$ cat config.mk
export PLATFORM = sky130hd
export DESIGN_NAME = bus_arbiter
export DESIGN_NICKNAME = d
export VERILOG_FILES = /design/src/rtl/bus_pkg.sv /design/src/rtl/rr_pick.sv /design/src/rtl/bus_arbiter.sv
export SDC_FILE = /design/constraint.sdc
export NUM_CORES = 1
export LEC_CHECK = 0
export CAP_MARGIN = 40
export CORE_MARGIN = 2
export CORE_UTILIZATION = 55
export DETAILED_ROUTE_END_ITERATION = 8
export GPL_TIMING_DRIVEN = 0
export PLACE_DENSITY = 0.8
export SLEW_MARGIN = 20
export SYNTH_ARGS = -nofsm -noshare
export SYNTH_HDL_FRONTEND = slang
export SYNTH_SLANG_ARGS = --single-unit
$ cat constraint.sdc
create_clock -name clk -period 2.9 [get_ports clk]
set_clock_uncertainty 0.2 [all_clocks]
set_input_delay 0.58 -clock clk [delete_from_list [all_inputs] [get_ports clk]]
set_output_delay 0.58 -clock clk [all_outputs]
set_load 0.02 [all_outputs]
$ cat src/rtl/bus_pkg.sv
`default_nettype none
// ============================================================================
//  Module      : bus_pkg
//  Description : Shared definitions for the system bus arbiter. Holds the
//                arbiter state encoding and the system bus geometry used by
//                the surrounding microcontroller top.
//  Revision    : 1.0 - initial release
// ============================================================================
package bus_pkg;

  // Arbiter states. TURN is the single bus-idle cycle between two tenures
  // that keeps two masters from driving the bidirectional data bus at once.
  typedef enum logic [1:0] {
    IDLE  = 2'd0,
    GRANT = 2'd1,
    TURN  = 2'd2
  } state_t;

  // System bus widths.
  localparam int ADDR_W = 16;
  localparam int DATA_W = 8;

  // Base address of the I/O register bank.
  localparam logic [ADDR_W-1:0] IO_BASE_ADDR = 16'h0002;

endpackage : bus_pkg
`default_nettype wire

$ cat src/rtl/rr_pick.sv
`default_nettype none
// ============================================================================
//  Module      : rr_pick
//  Description : Combinational round-robin selector. Returns the first set
//                bit of 'eligible' scanning last+1, last+2, ... modulo
//                NUM_REQ. Implemented as rotate, find-first, un-rotate.
//  Revision    : 1.0 - initial release
//
//  Ports
//    eligible  in   NUM_REQ  candidate masters
//    last      in   OWNER_W  index of the most recently granted master
//    pick      out  OWNER_W  selected master index (valid only when valid=1)
//    valid     out  1        at least one eligible master exists
// ============================================================================
module rr_pick #(
  parameter int NUM_REQ = 2,
  parameter int OWNER_W = 1
) (
  input  logic [NUM_REQ-1:0] eligible,
  input  logic [OWNER_W-1:0] last,
  output logic [OWNER_W-1:0] pick,
  output logic               valid
);

  logic [NUM_REQ-1:0] rotated;
  int                 start_idx;
  int                 offset;
  int                 sum_idx;
  logic               found;

  always_comb begin
    // Scan origin is the index just after the previous winner.
    start_idx = int'(last) + 1;
    if (start_idx >= NUM_REQ) begin
      start_idx = 0;
    end

    // Rotate right so the scan origin lands on bit 0. Doubling the vector
    // makes the wrap-around bits fall in naturally.
    rotated = NUM_REQ'({eligible, eligible} >> start_idx);

    // Lowest set bit of the rotated vector.
    found  = 1'b0;
    offset = 0;
    for (int i = 0; i < NUM_REQ; i++) begin
      if (!found && rotated[i]) begin
        found  = 1'b1;
        offset = i;
      end
    end

    // Undo the rotation, modulo NUM_REQ (NUM_REQ need not be a power of 2).
    sum_idx = offset + start_idx;
    if (sum_idx >= NUM_REQ) begin
      sum_idx = sum_idx - NUM_REQ;
    end

    pick  = OWNER_W'(sum_idx);
    valid = found;
  end

endmodule : rr_pick
`default_nettype wire

$ cat src/rtl/bus_arbiter.sv
`default_nettype none
// ============================================================================
//  Module      : bus_arbiter
//  Description : Round-robin arbiter for the shared system address/data bus.
//                Grants one master at a time, force-releases a tenure after
//                MAX_TENURE cycles (locking that master out until it drops
//                its request), and inserts one bus-idle turnaround cycle
//                between tenures.
//  Revision    : 1.0 - initial release
//
//  Ports
//    clk            in   1        system clock, rising edge
//    rst            in   1        synchronous active-high reset
//    req            in   NUM_REQ  per-master level request
//    grant          out  NUM_REQ  one-hot (or zero) grant, registered
//    owner          out  OWNER_W  index of granted master; holds when idle
//    bus_busy       out  1        |grant, registered with grant
//    timeout_pulse  out  1        one-cycle pulse on a forced release
//    blocked        out  NUM_REQ  masters locked out after forced release
// ============================================================================
module bus_arbiter
  import bus_pkg::*;
#(
  parameter int NUM_REQ    = 2,
  parameter int MAX_TENURE = 16,
  parameter int OWNER_W    = (NUM_REQ < 2) ? 1 : $clog2(NUM_REQ)
) (
  input  logic               clk,
  input  logic               rst,
  input  logic [NUM_REQ-1:0] req,
  output logic [NUM_REQ-1:0] grant,
  output logic [OWNER_W-1:0] owner,
  output logic               bus_busy,
  output logic               timeout_pulse,
  output logic [NUM_REQ-1:0] blocked
);

  // A single master has nothing to arbitrate; refuse to build.
  generate
    if (NUM_REQ < 2) begin : g_num_req_check
      $error("bus_arbiter: NUM_REQ must be at least 2");
    end
  endgenerate

  // Tenure counter sized to hold MAX_TENURE (saturation value).
  localparam int CNT_W = (MAX_TENURE < 1) ? 1 : $clog2(MAX_TENURE + 1);
  localparam logic [CNT_W-1:0] TENURE_MAX  = CNT_W'(MAX_TENURE);
  localparam logic [CNT_W-1:0] TENURE_LAST =
      (MAX_TENURE > 0) ? CNT_W'(MAX_TENURE - 1) : '0;
  localparam logic [NUM_REQ-1:0] ONE_BIT = NUM_REQ'(1);

  state_t             state;
  logic [CNT_W-1:0]   tenure;
  logic [OWNER_W-1:0] last;

  logic [NUM_REQ-1:0] eligible;
  logic [OWNER_W-1:0] pick;
  logic               pick_valid;
  logic               timeout_hit;

  assign eligible = req & ~blocked;

  // Counter equal to MAX_TENURE-1 means the current cycle is the last one
  // the owner may hold the bus.
  assign timeout_hit = (MAX_TENURE != 0) && (tenure == TENURE_LAST);

  rr_pick #(
    .NUM_REQ (NUM_REQ),
    .OWNER_W (OWNER_W)
  ) u_rr_pick (
    .eligible (eligible),
    .last     (last),
    .pick     (pick),
    .valid    (pick_valid)
  );

  always_ff @(posedge clk) begin
    if (rst) begin
      state         <= IDLE;
      grant         <= '0;
      owner         <= '0;
      bus_busy      <= 1'b0;
      timeout_pulse <= 1'b0;
      blocked       <= '0;
      tenure        <= '0;
      // Pointer at the top index so master 0 wins the first arbitration.
      last          <= OWNER_W'(NUM_REQ - 1);
    end else begin
      timeout_pulse <= 1'b0;
      // A lockout ends as soon as the master lets go of its request.
      blocked       <= blocked & req;

      case (state)
        // IDLE and TURN arbitrate identically; TURN only exists to
        // guarantee one grant-free cycle after every release.
        IDLE, TURN: begin
          if (pick_valid) begin
            state    <= GRANT;
            grant    <= ONE_BIT << pick;
            owner    <= pick;
            last     <= pick;
            bus_busy <= 1'b1;
            tenure   <= '0;
          end else begin
            state    <= IDLE;
            grant    <= '0;
            bus_busy <= 1'b0;
          end
        end

        GRANT: begin
          if (!req[owner]) begin
            // Voluntary release wins over a coincident timeout.
            state    <= TURN;
            grant    <= '0;
            bus_busy <= 1'b0;
            tenure   <= '0;
          end else if (timeout_hit) begin
            state         <= TURN;
            grant         <= '0;
            bus_busy      <= 1'b0;
            tenure        <= '0;
            timeout_pulse <= 1'b1;
            blocked       <= (blocked & req) | (ONE_BIT << owner);
          end else if (tenure != TENURE_MAX) begin
            tenure <= tenure + 1'b1;
          end
        end

        default: begin
          state    <= IDLE;
          grant    <= '0;
          bus_busy <= 1'b0;
          tenure   <= '0;
        end
      endcase
    end
  end

  // Structural invariants of the outputs.
  a_grant_onehot : assert property (@(posedge clk) disable iff (rst)
                                    $onehot0(grant));
  a_busy_match   : assert property (@(posedge clk) disable iff (rst)
                                    bus_busy == (|grant));

endmodule : bus_arbiter
`default_nettype wire

==> results of run 1 <==
## flip-flops by register name (all words and copies together), names as in the netlist
signal	flops
timeout_pulse	1
grant	2
state	1
bus_busy	1
blocked	2
tenure	5
owner	1
last	1
## cells by family (layout without fill, tap and decap cells)
logic type / count (synthesis) / in the layout / share of synthesized area, %
AO/OA/AOI/OAI: 18 / 18 / 15.4
adder cells (fa/ha/maj): 2 / 2 / 3.21
buffers and inverters: 8 / 21 / 7.06
flip-flops: 14 / 14 / 36.0
multiplexers: 1 / 1 / 1.93
AND/OR/NAND/NOR: 39 / 39 / 36.4
## cell usage after synthesis, types with 2 or more instances
| cell type | instances | share of area (%) |
|---|---|---|
| sky130_fd_sc_hd__o211ai_1 | 2 | 1.9 |
| sky130_fd_sc_hd__buf_6 | 2 | 2.9 |
| sky130_fd_sc_hd__a31oi_1 | 2 | 1.6 |
| sky130_fd_sc_hd__nor2b_1 | 2 | 1.6 |
| sky130_fd_sc_hd__nand3_1 | 6 | 3.9 |
| sky130_fd_sc_hd__nor2_1 | 3 | 1.4 |
| sky130_fd_sc_hd__inv_1 | 4 | 1.9 |
| sky130_fd_sc_hd__a21oi_1 | 5 | 3.2 |
| sky130_fd_sc_hd__o311ai_0 | 2 | 2.2 |
| sky130_fd_sc_hd__ha_1 | 2 | 3.2 |
| sky130_fd_sc_hd__nand4_1 | 11 | 8.8 |
| sky130_fd_sc_hd__and3_1 | 2 | 1.6 |
| sky130_fd_sc_hd__nand2_1 | 3 | 1.4 |
| sky130_fd_sc_hd__dfxtp_1 | 14 | 36 |
| sky130_fd_sc_hd__o21ai_0 | 3 | 1.9 |
## worst reg2reg max path, stage by stage (launching register included)
cell and delay (ns):
sky130_fd_sc_hd__dfxtp_1 0.43, sky130_fd_sc_hd__ha_1 0.28, sky130_fd_sc_hd__nand4b_4 0.15, sky130_fd_sc_hd__nand3b_4 0.20
sky130_fd_sc_hd__o31ai_1 0.19
## cell type report
cell class	count	area (um^2)
Multi-Input combinational cell	60	444
Fill cell	108	397
Sequential cell	14	280
Timing Repair Buffer	10	100
Buffer	4	40.0
Clock buffer	3	22.5
Tap cell	15	18.8
Inverter	4	15.0
## per-layer routing
metal | share of wire (%) | track usage [%]
met4 | 0.48 | 6.45
met2 | 47 | 30.3
met5 | 0 | 0
met1 | 46 | 27.9
met3 | 6.1 | 8.70
## per-stage QoR
| step | hold slack (ns) | total power, uW | instance area (um^2) | utilization (%) | setup WS [ns] |
|---|---|---|---|---|---|
| global placement | 0.254 | 278 | 898 | 68.2 | 0.827 |
| CTS | 0.279 | 384 | 921 | 69.9 | 0.704 |
| finish | 0.272 | 384 | 921 | 69.9 | 0.707 |
| detailed placement | 0.269 | 279 | 898 | 68.2 | 0.809 |
| global route | 0.306 | 399 | 921 | 69.9 | 0.624 |
| floorplan | 0.234 | 255 | 779 | - | 1.36 |
## path summary, 6_finish.rpt
path,slack [ns],depth (start not counted),from,to
worst max-delay path,0.71,1,bus_busy,bus_busy
worst min-delay path,0.27,2,grant[1],grant[1]
worst max register to register,1.36,4,tenure[0],blocked[0]
worst min register to register,0.27,2,grant[1],grant[1]
## cell usage in the layout (no fill, tap or decap), drive strengths merged, types with 2 or more instances in the layout
master,synthesis,layout
a21oi,5,5
a31oi,2,2
and2b,2,2
and3,2,2
buf,2,2
clkbuf,1,4
clkdlybuf4s50,0,10
dfxtp,14,14
ha,2,2
inv,4,4
nand2,3,3
nand2b,2,2
nand3,6,6
nand4,11,11
nand4b,2,2
nor2,3,3
nor2b,3,3
o211ai,3,3
o21ai,3,3
o311ai,2,2
## power by group through the flow
stage	logic, uW	clock network (uW)	registers (uW)
5_1_grt	73.8	116	209
6_report	68.4	108	207
2_1_floorplan	39.7	0	215
3_3_place_gp	66.7	0	211
4_1_cts	68.0	109	207
3_5_place_dp	67.7	0	212
==> results_tabular.tex, run 1 <==
\begin{tabular}{lr}
\hline
Metric & Value \\
\hline
\multicolumn{2}{l}{\textbf{CTS}} \\
\quad Sink Count & 14 \\
\quad Buffer cell driving the clock tree root & sky130\_fd\_sc\_hd\_\_clkbuf\_4 \\
\quad Hold\_buf cts & 0 \\
\quad CTS tree & done \\
\quad Clock network latency to the later pin of the worst-skew pair & 0.28 ns \\
\quad H-Tree Depth & 1 \\
\quad Clock Path Buffers & 2 \\
\quad Post-CTS setup buffer count & 0 \\
\quad Clock transition at the registers of the reported paths & 0.08 ns \\
\quad Post\_cts resized & 0 \\
\quad TritonCTS Buffers & 3 \\
\multicolumn{2}{l}{\textbf{Global routing}} \\
\quad Combined global-route utilization of all metal layers & 20.8\% \\
\quad Global-route wire length before repair & 2750 um \\
\quad Total overflow reported by the global router & 0 \\
\quad Via count of the first global-routing pass & 594 \\
\quad Antenna violations before repair & 0 \\
\quad Largest net degree at the start of global routing & 11 \\
\multicolumn{2}{l}{\textbf{Finish}} \\
\quad Share of final-layout standard cells stronger than drive strength 1 & 15.8\% \\
\quad Post-synthesis to final-layout area growth & 18.1\% \\
\quad Nets & 103 \\
\quad Number of antenna diodes & 0 \\
\quad Non-Filler Instances & 110 \\
\multicolumn{2}{l}{\textbf{Place}} \\
\quad Number of instances in the placed design & 107 \\
\quad HPWL reported at the end of detailed placement & 1210 um \\
\quad Count of input and output buffers & 10 \\
\quad Final RePlAce weighted congestion & 0.877 \\
\multicolumn{2}{l}{\textbf{Power}} \\
\quad Sequential share of power & 54.0\% \\
\quad Clock power share & 28.2\% \\
\quad Cell-internal power & 278 uW \\
\quad Reported leakage power & 0.000386 uW \\
\quad Switching power total & 105 uW \\
\quad Sw Ratio & 27.5\% \\
\quad Logic gate share of total power & 17.8\% \\
\quad Maximum VDD drop & 0.000300 V \\
\quad P per Cell Area & 417 nW/um\^{}2 \\
\multicolumn{2}{l}{\textbf{Timing}} \\
\quad Number of pins exceeding their max-slew limit in the final report & 0 \\
\quad Peak clock frequency supported by timing & 0.456 GHz \\
\quad Pin slew with the least headroom to its limit & 0.417 ns \\
\quad Hold Vio Cnt, Final & 0 \\
\quad Post-route minimum period & 2.19 ns \\
\quad Slew Limit Headroom & 72.1\% \\
\quad Tcrit/Tclk final & 75.6\% \\
\quad Total Negative Setup Slacks & 0 ns \\
\quad Endpoints failing setup & 0 \\
\quad RSZ-0062 raised after global routing & no \\
\multicolumn{2}{l}{\textbf{Route}} \\
\quad Number of violations reported at the end of detailed-routing iteration 0 & 43 \\
\quad Post-route DRC & 0 \\
\quad Post-detailed-route wirelength per cell & 15.2 um \\
\quad Via/cell ratio & 6.36 \\
\quad Routed vias & 700 \\
\quad Final routed wirelength across all metal layers & 1670 um \\
\quad First-pass iteration count of the detailed router & 4 \\
\quad Post-route antenna net violation count & 0 \\
\multicolumn{2}{l}{\textbf{Floorplan}} \\
\quad Area of the die & 1730 um\^{}2 \\
\quad Effective utilization at floorplan & 59.2\% \\
\quad Die H & 41.6 um \\
\quad Row cnt & 13 \\
\quad I/O pin count & 11 \\
\quad Die X-Extent & 41.6 um \\
\quad CORE AREA & 1320 um\^{}2 \\
\multicolumn{2}{l}{\textbf{Critical path}} \\
\quad CP peak stage delay & 0.66 ns \\
\quad Setup Crit Path Kind & reg2out \\
\quad Kind of cell adding the most delay to the critical path & buffers and inverters \\
\quad Chain of cells forming the critical path & clkdlybuf4s50\_1 \\
\quad CP endpoint kind & primary output \\
\quad Buffers \& Inverters on Critical Path & 1 \\
\quad Max FO, Critical Path & 9 \\
\quad WP data arrival & 1.41 ns \\
\quad Slowest stage cell, crit path & sky130\_fd\_sc\_hd\_\_clkdlybuf4s50\_1 \\
\quad Critical path required time & 2.12 ns \\
\quad Critical path launch point type & register \\
\multicolumn{2}{l}{\textbf{Outcome}} \\
\quad Status & complete, no violations \\
\multicolumn{2}{l}{\textbf{Synthesis}} \\
\quad Net count of the mapped netlist & 88 \\
\quad Predominant post-synthesis flop cell & sky130\_fd\_sc\_hd\_\_dfxtp\_1 \\
\quad Number of warnings issued by yosys & 0 \\
\quad Synthesis-stage register bit count & 14 \\
\quad Combined area of all synthesized cells & 779 um\^{}2 \\
\quad Fraction of registers with async set/reset & 0\% \\
\quad EDFF count, synth & 0 \\
\quad Gate Count Post-Synth & 82 \\
\quad Syn Area/Cell & 9.51 um\^{}2 \\
\quad Sequential element share of the synthesized area & 36.0\% \\
\quad Number of distinct library cell variants in the gate-level netlist after synthesis & 34 \\
\multicolumn{2}{l}{\textbf{Flow run}} \\
\quad Number of maximum-capacitance constraint violations & 0 \\
\multicolumn{2}{l}{\textbf{Worst hold path}} \\
\quad Hold Crit Class & reg2reg \\
\hline
\end{tabular}
No activity file was read; power rests on OpenSTA's default activity.
==> run 2, diff against run 1 <==
--- a/config.mk
+++ b/config.mk
@@ -7,10 +7,10 @@
 export LEC_CHECK = 0
 export CAP_MARGIN = 40
 export CORE_MARGIN = 2
-export CORE_UTILIZATION = 55
+export CORE_UTILIZATION = 46
 export DETAILED_ROUTE_END_ITERATION = 8
 export GPL_TIMING_DRIVEN = 0
-export PLACE_DENSITY = 0.8
+export PLACE_DENSITY = 0.72
 export SLEW_MARGIN = 20
 export SYNTH_ARGS = -nofsm -noshare
 export SYNTH_HDL_FRONTEND = slang
==> constraint.sdc (replaced) <==
create_clock -name clk -period 2 [get_ports clk]
set_clock_uncertainty 0.2 [all_clocks]
set_input_delay 0.4 -clock clk [delete_from_list [all_inputs] [get_ports clk]]
set_output_delay 0.4 -clock clk [all_outputs]
set_load 0.02 [all_outputs]
==> run 2 against run 1 <==
Against the previous run:
- combinational power up 42%
- core utilization shrank 10 points
- register-to-register slack got worse by 0.90 ns
- highest routed layer unchanged
==> results_tabular.tex, run 2 (synthesized netlist as in run 1, its figures left out) <==
\begin{tabular}{lr}
\hline
Metric & Value \\
\hline
\multicolumn{2}{l}{\textbf{Finish}} \\
\quad Biggest registers after layout & tenure x5, blocked x2, grant x2 \\
\quad Share of final-layout standard cells stronger than drive strength 1 & 15.8\% \\
\quad Nets & 103 \\
\quad Max FFs per register & 5 \\
\quad Post-synthesis to final-layout area growth & 18.5\% \\
\quad Top library cells by usage in the layout, fill and taps aside & 14 x sky130\_fd\_sc\_hd\_\_dfxtp\_1, 11 x sky130\_fd\_sc\_hd\_\_nand4\_1, 8 x sky130\_fd\_sc\_hd\_\_clkdlybuf4s50\_1 \\
\quad Core Util, Final & 59.9\% \\
\quad Register name with the most flops & tenure \\
\quad Commonest non-fill, non-tap cell in the layout & sky130\_fd\_sc\_hd\_\_dfxtp\_1 \\
\quad \# fillers & 140 \\
\quad Number of antenna diodes & 0 \\
\multicolumn{2}{l}{\textbf{Route}} \\
\quad First-pass iteration count of the detailed router & 4 \\
\quad Final routed wirelength across all metal layers & 1680 um \\
\quad Post-route antenna net violation count & 0 \\
\quad Post-route DRC & 0 \\
\quad Routed vias & 681 \\
\quad Post-detailed-route wirelength per cell & 15.1 um \\
\quad Via/cell ratio & 6.14 \\
\quad Number of violations reported at the end of detailed-routing iteration 0 & 34 \\
\multicolumn{2}{l}{\textbf{Global routing}} \\
\quad Most crowded layer after global routing & met2 \\
\quad Via count of the first global-routing pass & 603 \\
\quad GRT met3 Usage & 7.20\% \\
\quad Global-route wire length before repair & 2710 um \\
\quad Combined global-route utilization of all metal layers & 18.8\% \\
\quad Largest net degree at the start of global routing & 11 \\
\quad Antenna violations before repair & 0 \\
\quad Met1 usage & 25.6\% \\
\quad Total overflow reported by the global router & 0 \\
\quad Met2 layer usage reported by global route & 27.4\% \\
\multicolumn{2}{l}{\textbf{Critical path}} \\
\quad Reg2reg path depth & 4 \\
\quad Setup Crit Path Kind & reg2out \\
\quad Buffers \& Inverters on Critical Path & 1 \\
\quad Slowest stage cell, crit path & sky130\_fd\_sc\_hd\_\_clkdlybuf4s50\_1 \\
\quad Kind of cell adding the most delay to the critical path & buffers and inverters \\
\quad Cell depth of the worst setup path & 1 \\
\quad Critical path required time & 1.40 ns \\
\quad WP data arrival & 1.31 ns \\
\quad Chain of cells forming the critical path & clkdlybuf4s50\_1 \\
\quad Critical path launch point type & register \\
\quad CP peak stage delay & 0.63 ns \\
\quad CP endpoint kind & primary output \\
\quad Max FO, Critical Path & 4 \\
\multicolumn{2}{l}{\textbf{Place}} \\
\quad Final RePlAce weighted congestion & 0.873 \\
\quad Count of input and output buffers & 10 \\
\quad HPWL reported at the end of detailed placement & 1260 um \\
\multicolumn{2}{l}{\textbf{Timing}} \\
\quad Post-route minimum period & 1.91 ns \\
\quad RSZ-0062 raised after global routing & no \\
\quad Pin slew with the least headroom to its limit & 0.407 ns \\
\quad Peak clock frequency supported by timing & 0.523 GHz \\
\quad Slew Limit Headroom & 72.8\% \\
\quad Number of pins exceeding their max-slew limit in the final report & 0 \\
\quad Hold Vio Cnt, Final & 0 \\
\quad Tcrit/Tclk final & 95.6\% \\
\quad Total Negative Setup Slacks & 0 ns \\
\quad Endpoints failing setup & 0 \\
\multicolumn{2}{l}{\textbf{Floorplan}} \\
\quad I/O pin count & 11 \\
\quad Effective utilization at floorplan & 50.6\% \\
\quad CORE AREA & 1540 um\^{}2 \\
\quad Area of the die & 2040 um\^{}2 \\
\quad Die H & 45.2 um \\
\quad Die X-Extent & 45.2 um \\
\quad Row cnt & 14 \\
\multicolumn{2}{l}{\textbf{Power}} \\
\quad Maximum VDD drop & 0.000436 V \\
\quad P per Cell Area & 597 nW/um\^{}2 \\
\quad Sequential share of power & 54.5\% \\
\quad Reported leakage power & 0.000405 uW \\
\quad Cell-internal power & 402 uW \\
\quad Logic gate share of total power & 17.6\% \\
\quad Sw Ratio & 27.1\% \\
\quad Clock power share & 27.9\% \\
\quad Switching power total & 149 uW \\
\multicolumn{2}{l}{\textbf{Flow run}} \\
\quad Number of maximum-capacitance constraint violations & 0 \\
\multicolumn{2}{l}{\textbf{CTS}} \\
\quad Clock network latency to the later pin of the worst-skew pair & 0.28 ns \\
\quad H-Tree Depth & 1 \\
\quad TritonCTS Buffers & 3 \\
\quad Buffer cell driving the clock tree root & sky130\_fd\_sc\_hd\_\_clkbuf\_4 \\
\quad Sink Count & 14 \\
\quad CTS tree & done \\
\quad Clock transition at the registers of the reported paths & 0.08 ns \\
\quad Hold\_buf cts & 0 \\
\quad Clock Path Buffers & 2 \\
\multicolumn{2}{l}{\textbf{Worst hold path}} \\
\quad Hold Crit Class & reg2reg \\
\quad Cell depth of the worst min-delay path & 2 \\
\multicolumn{2}{l}{\textbf{Outcome}} \\
\quad Status & complete, no violations \\
\hline
\end{tabular}
## run 2: routing by layer
| metal | up-vias | part of all wire (%) |
|---|---|---|
| li1 | 343 | - |
| met1 | 314 | 46 |
| met2 | 19 | 47 |
| met3 | 5 | 6.0 |
| met4 | 0 | 1.3 |
| met5 | - | 0 |
## run 2: power by group through the flow
stage / logic (uW) / registers [uW] / clock network, uW
after floorplan: 57.6 / 312 / 0
after global placement: 96.8 / 306 / 0
after detailed placement: 98.5 / 307 / 0
after CTS: 97.4 / 300 / 163
after global routing: 106 / 302 / 182
final: 97.0 / 300 / 154
## run 2: worst paths after layout
check,slack [ns],from,end
worst max-delay path,0.09,blocked[1],blocked[1]
worst min-delay path,0.27,grant[0],grant[0]
worst max register to register,0.46,tenure[1],blocked[0]
worst min register to register,0.27,grant[0],grant[0]
## run 2: timing repair
item | 4_1_cts | 5_1_grt
cloned | 0 | 0
setup buffers | 0 | 0
resized for setup | 1 | 1
endpoints found under the setup margin | 1 | 1
hold endpoints to repair | 0 | 0
## run 2: layout make-up
cell class | count | area, um^2 | area share [%]
timing repair buffer | 10 | 101 | 11.0
clock buffer | 3 | 22.5 | 2.44
sequential | 14 | 280 | 30.4
multi-input combinational | 60 | 444 | 48.1
tap | 16 | 20.0 | 2.17
inverter | 4 | 15.0 | 1.63
buffer | 4 | 40.0 | 4.34
## run 2: per-stage QoR
step,worst slack (ns),area (um^2),power [uW],hold slack [ns],cells
after floorplan,0.526,779,370,0.234,82
after global placement,0.0932,900,403,0.255,108
after detailed placement,0.0397,900,405,0.262,108
after CTS,0.0411,921,560,0.273,111
after global routing,0.0182,923,589,0.290,111
final,0.0874,923,551,0.271,111
==> run 3, diff against run 2 <==
--- a/config.mk
+++ b/config.mk
@@ -6,7 +6,7 @@
 export NUM_CORES = 1
 export LEC_CHECK = 0
 export CAP_MARGIN = 40
-export CORE_MARGIN = 2
+export CORE_MARGIN = 4
 export CORE_UTILIZATION = 46
 export DETAILED_ROUTE_END_ITERATION = 8
 export GPL_TIMING_DRIVEN = 0
==> run 3 against run 2 <==
Against the previous run:
- sequential cell count unchanged
- count of clock-buffer cells in the layout up 1
- first-iteration DRC count up 12%
- sequential power about the same
- setup slack better by 0.0093 ns
- critical path depth unchanged
- critical endpoint is now blocked[0]
- largest cell class unchanged
==> results_tabular.tex, run 3 (synthesized netlist as in run 1, its figures left out) <==
\begin{tabular}{lr}
\hline
Metric & Value \\
\hline
\multicolumn{2}{l}{\textbf{Outcome}} \\
\quad Status & complete, no violations \\
\multicolumn{2}{l}{\textbf{Place}} \\
\quad HPWL reported at the end of detailed placement & 1230 um \\
\quad Setup WS pre-CTS & 0.0836 ns \\
\quad Number of instances in the placed design & 108 \\
\quad Final RePlAce weighted congestion & 0.818 \\
\quad Count of input and output buffers & 10 \\
\multicolumn{2}{l}{\textbf{Global routing}} \\
\quad Combined global-route utilization of all metal layers & 16.7\% \\
\quad Via count of the first global-routing pass & 638 \\
\quad Total overflow reported by the global router & 0 \\
\quad Global-route wire length before repair & 3040 um \\
\quad Largest net degree at the start of global routing & 11 \\
\quad Antenna violations before repair & 0 \\
\multicolumn{2}{l}{\textbf{Route}} \\
\quad First-pass iteration count of the detailed router & 4 \\
\quad Post-detailed-route wirelength per cell & 15.9 um \\
\quad Post-route DRC & 0 \\
\quad Post-route antenna net violation count & 0 \\
\quad Final routed wirelength across all metal layers & 1780 um \\
\quad Via/cell ratio & 6.20 \\
\quad Routed vias & 694 \\
\quad Number of violations reported at the end of detailed-routing iteration 0 & 38 \\
\multicolumn{2}{l}{\textbf{CTS}} \\
\quad Post-CTS setup buffer count & 0 \\
\quad Clock network latency to the later pin of the worst-skew pair & 0.28 ns \\
\quad Sink Count & 14 \\
\quad TritonCTS Buffers & 3 \\
\quad CTS tree & done \\
\quad H-Tree Depth & 1 \\
\quad Buffer cell driving the clock tree root & sky130\_fd\_sc\_hd\_\_clkbuf\_4 \\
\quad Clock transition at the registers of the reported paths & 0.09 ns \\
\quad Hold\_buf cts & 0 \\
\quad Clock Path Buffers & 2 \\
\multicolumn{2}{l}{\textbf{Floorplan}} \\
\quad Row cnt & 14 \\
\quad Die H & 49.2 um \\
\quad Area of the die & 2420 um\^{}2 \\
\quad Die X-Extent & 49.2 um \\
\quad CORE AREA & 1560 um\^{}2 \\
\quad Effective utilization at floorplan & 50.0\% \\
\quad I/O pin count & 11 \\
\multicolumn{2}{l}{\textbf{Finish}} \\
\quad Commonest non-fill, non-tap cell in the layout & sky130\_fd\_sc\_hd\_\_dfxtp\_1 \\
\quad \# fillers & 134 \\
\quad Register name with the most flops & tenure \\
\quad Number of antenna diodes & 0 \\
\quad Max FFs per register & 5 \\
\quad Non-Filler Instances & 112 \\
\quad Nets & 103 \\
\quad Post-synthesis to final-layout area growth & 20.5\% \\
\quad Top library cells by usage in the layout, fill and taps aside & 14 x sky130\_fd\_sc\_hd\_\_dfxtp\_1, 11 x sky130\_fd\_sc\_hd\_\_nand4\_1, 7 x sky130\_fd\_sc\_hd\_\_clkdlybuf4s50\_1 \\
\quad Biggest registers after layout & tenure x5, blocked x2, grant x2 \\
\quad Share of final-layout standard cells stronger than drive strength 1 & 16.7\% \\
\multicolumn{2}{l}{\textbf{Timing}} \\
\quad Slew Limit Headroom & 72.3\% \\
\quad Hold Vio Cnt, Final & 0 \\
\quad RSZ-0062 raised after global routing & no \\
\quad Total Negative Setup Slacks & 0 ns \\
\quad Pin slew with the least headroom to its limit & 0.415 ns \\
\quad Peak clock frequency supported by timing & 0.525 GHz \\
\quad Post-route minimum period & 1.90 ns \\
\quad Hold WS & 0.268 ns \\
\quad Number of pins exceeding their max-slew limit in the final report & 0 \\
\quad Endpoints failing setup & 0 \\
\quad Tcrit/Tclk final & 95.2\% \\
\quad PnR worst setup slack & 0.0967 ns \\
\multicolumn{2}{l}{\textbf{Critical path}} \\
\quad Setup Crit Path Kind & reg2out \\
\quad Chain of cells forming the critical path & clkdlybuf4s50\_1 \\
\quad Critical path launch point type & register \\
\quad Slowest stage cell, crit path & sky130\_fd\_sc\_hd\_\_clkdlybuf4s50\_1 \\
\quad CP peak stage delay & 0.62 ns \\
\quad Critical path required time & 1.40 ns \\
\quad WP data arrival & 1.30 ns \\
\quad Max FO, Critical Path & 4 \\
\quad Kind of cell adding the most delay to the critical path & buffers and inverters \\
\quad Buffers \& Inverters on Critical Path & 1 \\
\quad CP endpoint kind & primary output \\
\multicolumn{2}{l}{\textbf{Power}} \\
\quad P per Cell Area & 643 nW/um\^{}2 \\
\quad Reported leakage power & 0.000431 uW \\
\quad Maximum VDD drop & 0.000348 V \\
\multicolumn{2}{l}{\textbf{Flow run}} \\
\quad Number of maximum-capacitance constraint violations & 0 \\
\multicolumn{2}{l}{\textbf{Worst hold path}} \\
\quad Hold Crit Class & reg2reg \\
\hline
\end{tabular}
==> run 3: power breakdown <==
part / switching (uW) / internal [uW]
registers: 11.5 / 289
clock network: 94.1 / 111
logic: 55.3 / 42.9
==> run 3: worst paths after layout <==
kind	slack, ns	start	endpoint	cells past startpoint
max	0.1	blocked[0]	blocked[0]	1
min	0.27	tenure[4]	tenure[4]	2
max reg2reg	0.43	tenure[0]	blocked[0]	4
min reg2reg	0.27	tenure[4]	tenure[4]	2
==> run 3: repair_timing <==
item                                    in CTS  in global routing
endpoints found under the setup margin       1                  2
endpoints found under the hold margin        0                  0
resized for setup                            1                  2
==> run 3: layout make-up <==
type	count	area [um^2]	share of cell area [%]
multi-input cells	60	444	47.3
repair buffers	10	104	11.1
flip-flops and latches	14	280	29.8
clock buffers	4	36.3	3.86
well taps	16	20.0	2.13
inverters	4	15.0	1.60
plain buffers	4	40.0	4.26
==> run 3: stage by stage <==
| stage | power, uW | utilization [%] | area, um^2 |
|---|---|---|---|
| 2_1_floorplan | 370 | - | 779 |
| 3_3_place_gp | 404 | 57.7 | 900 |
| 3_5_place_dp | 405 | 57.7 | 900 |
| 4_1_cts | 608 | 60.0 | 935 |
| 5_1_grt | 641 | 60.3 | 940 |
| 6_report | 604 | 60.3 | 940 |
==> run 3: metal layers <==
| layer | share of wire [%] | global-route usage (%) | up-vias |
|---|---|---|---|
| met5 | 0 | 0 | - |
| met4 | 1.1 | 8.06 | 0 |
| met3 | 4.8 | 5.50 | 4 |
| met2 | 47 | 25.0 | 27 |
| met1 | 47 | 21.2 | 323 |
| li1 | - | - | 340 |
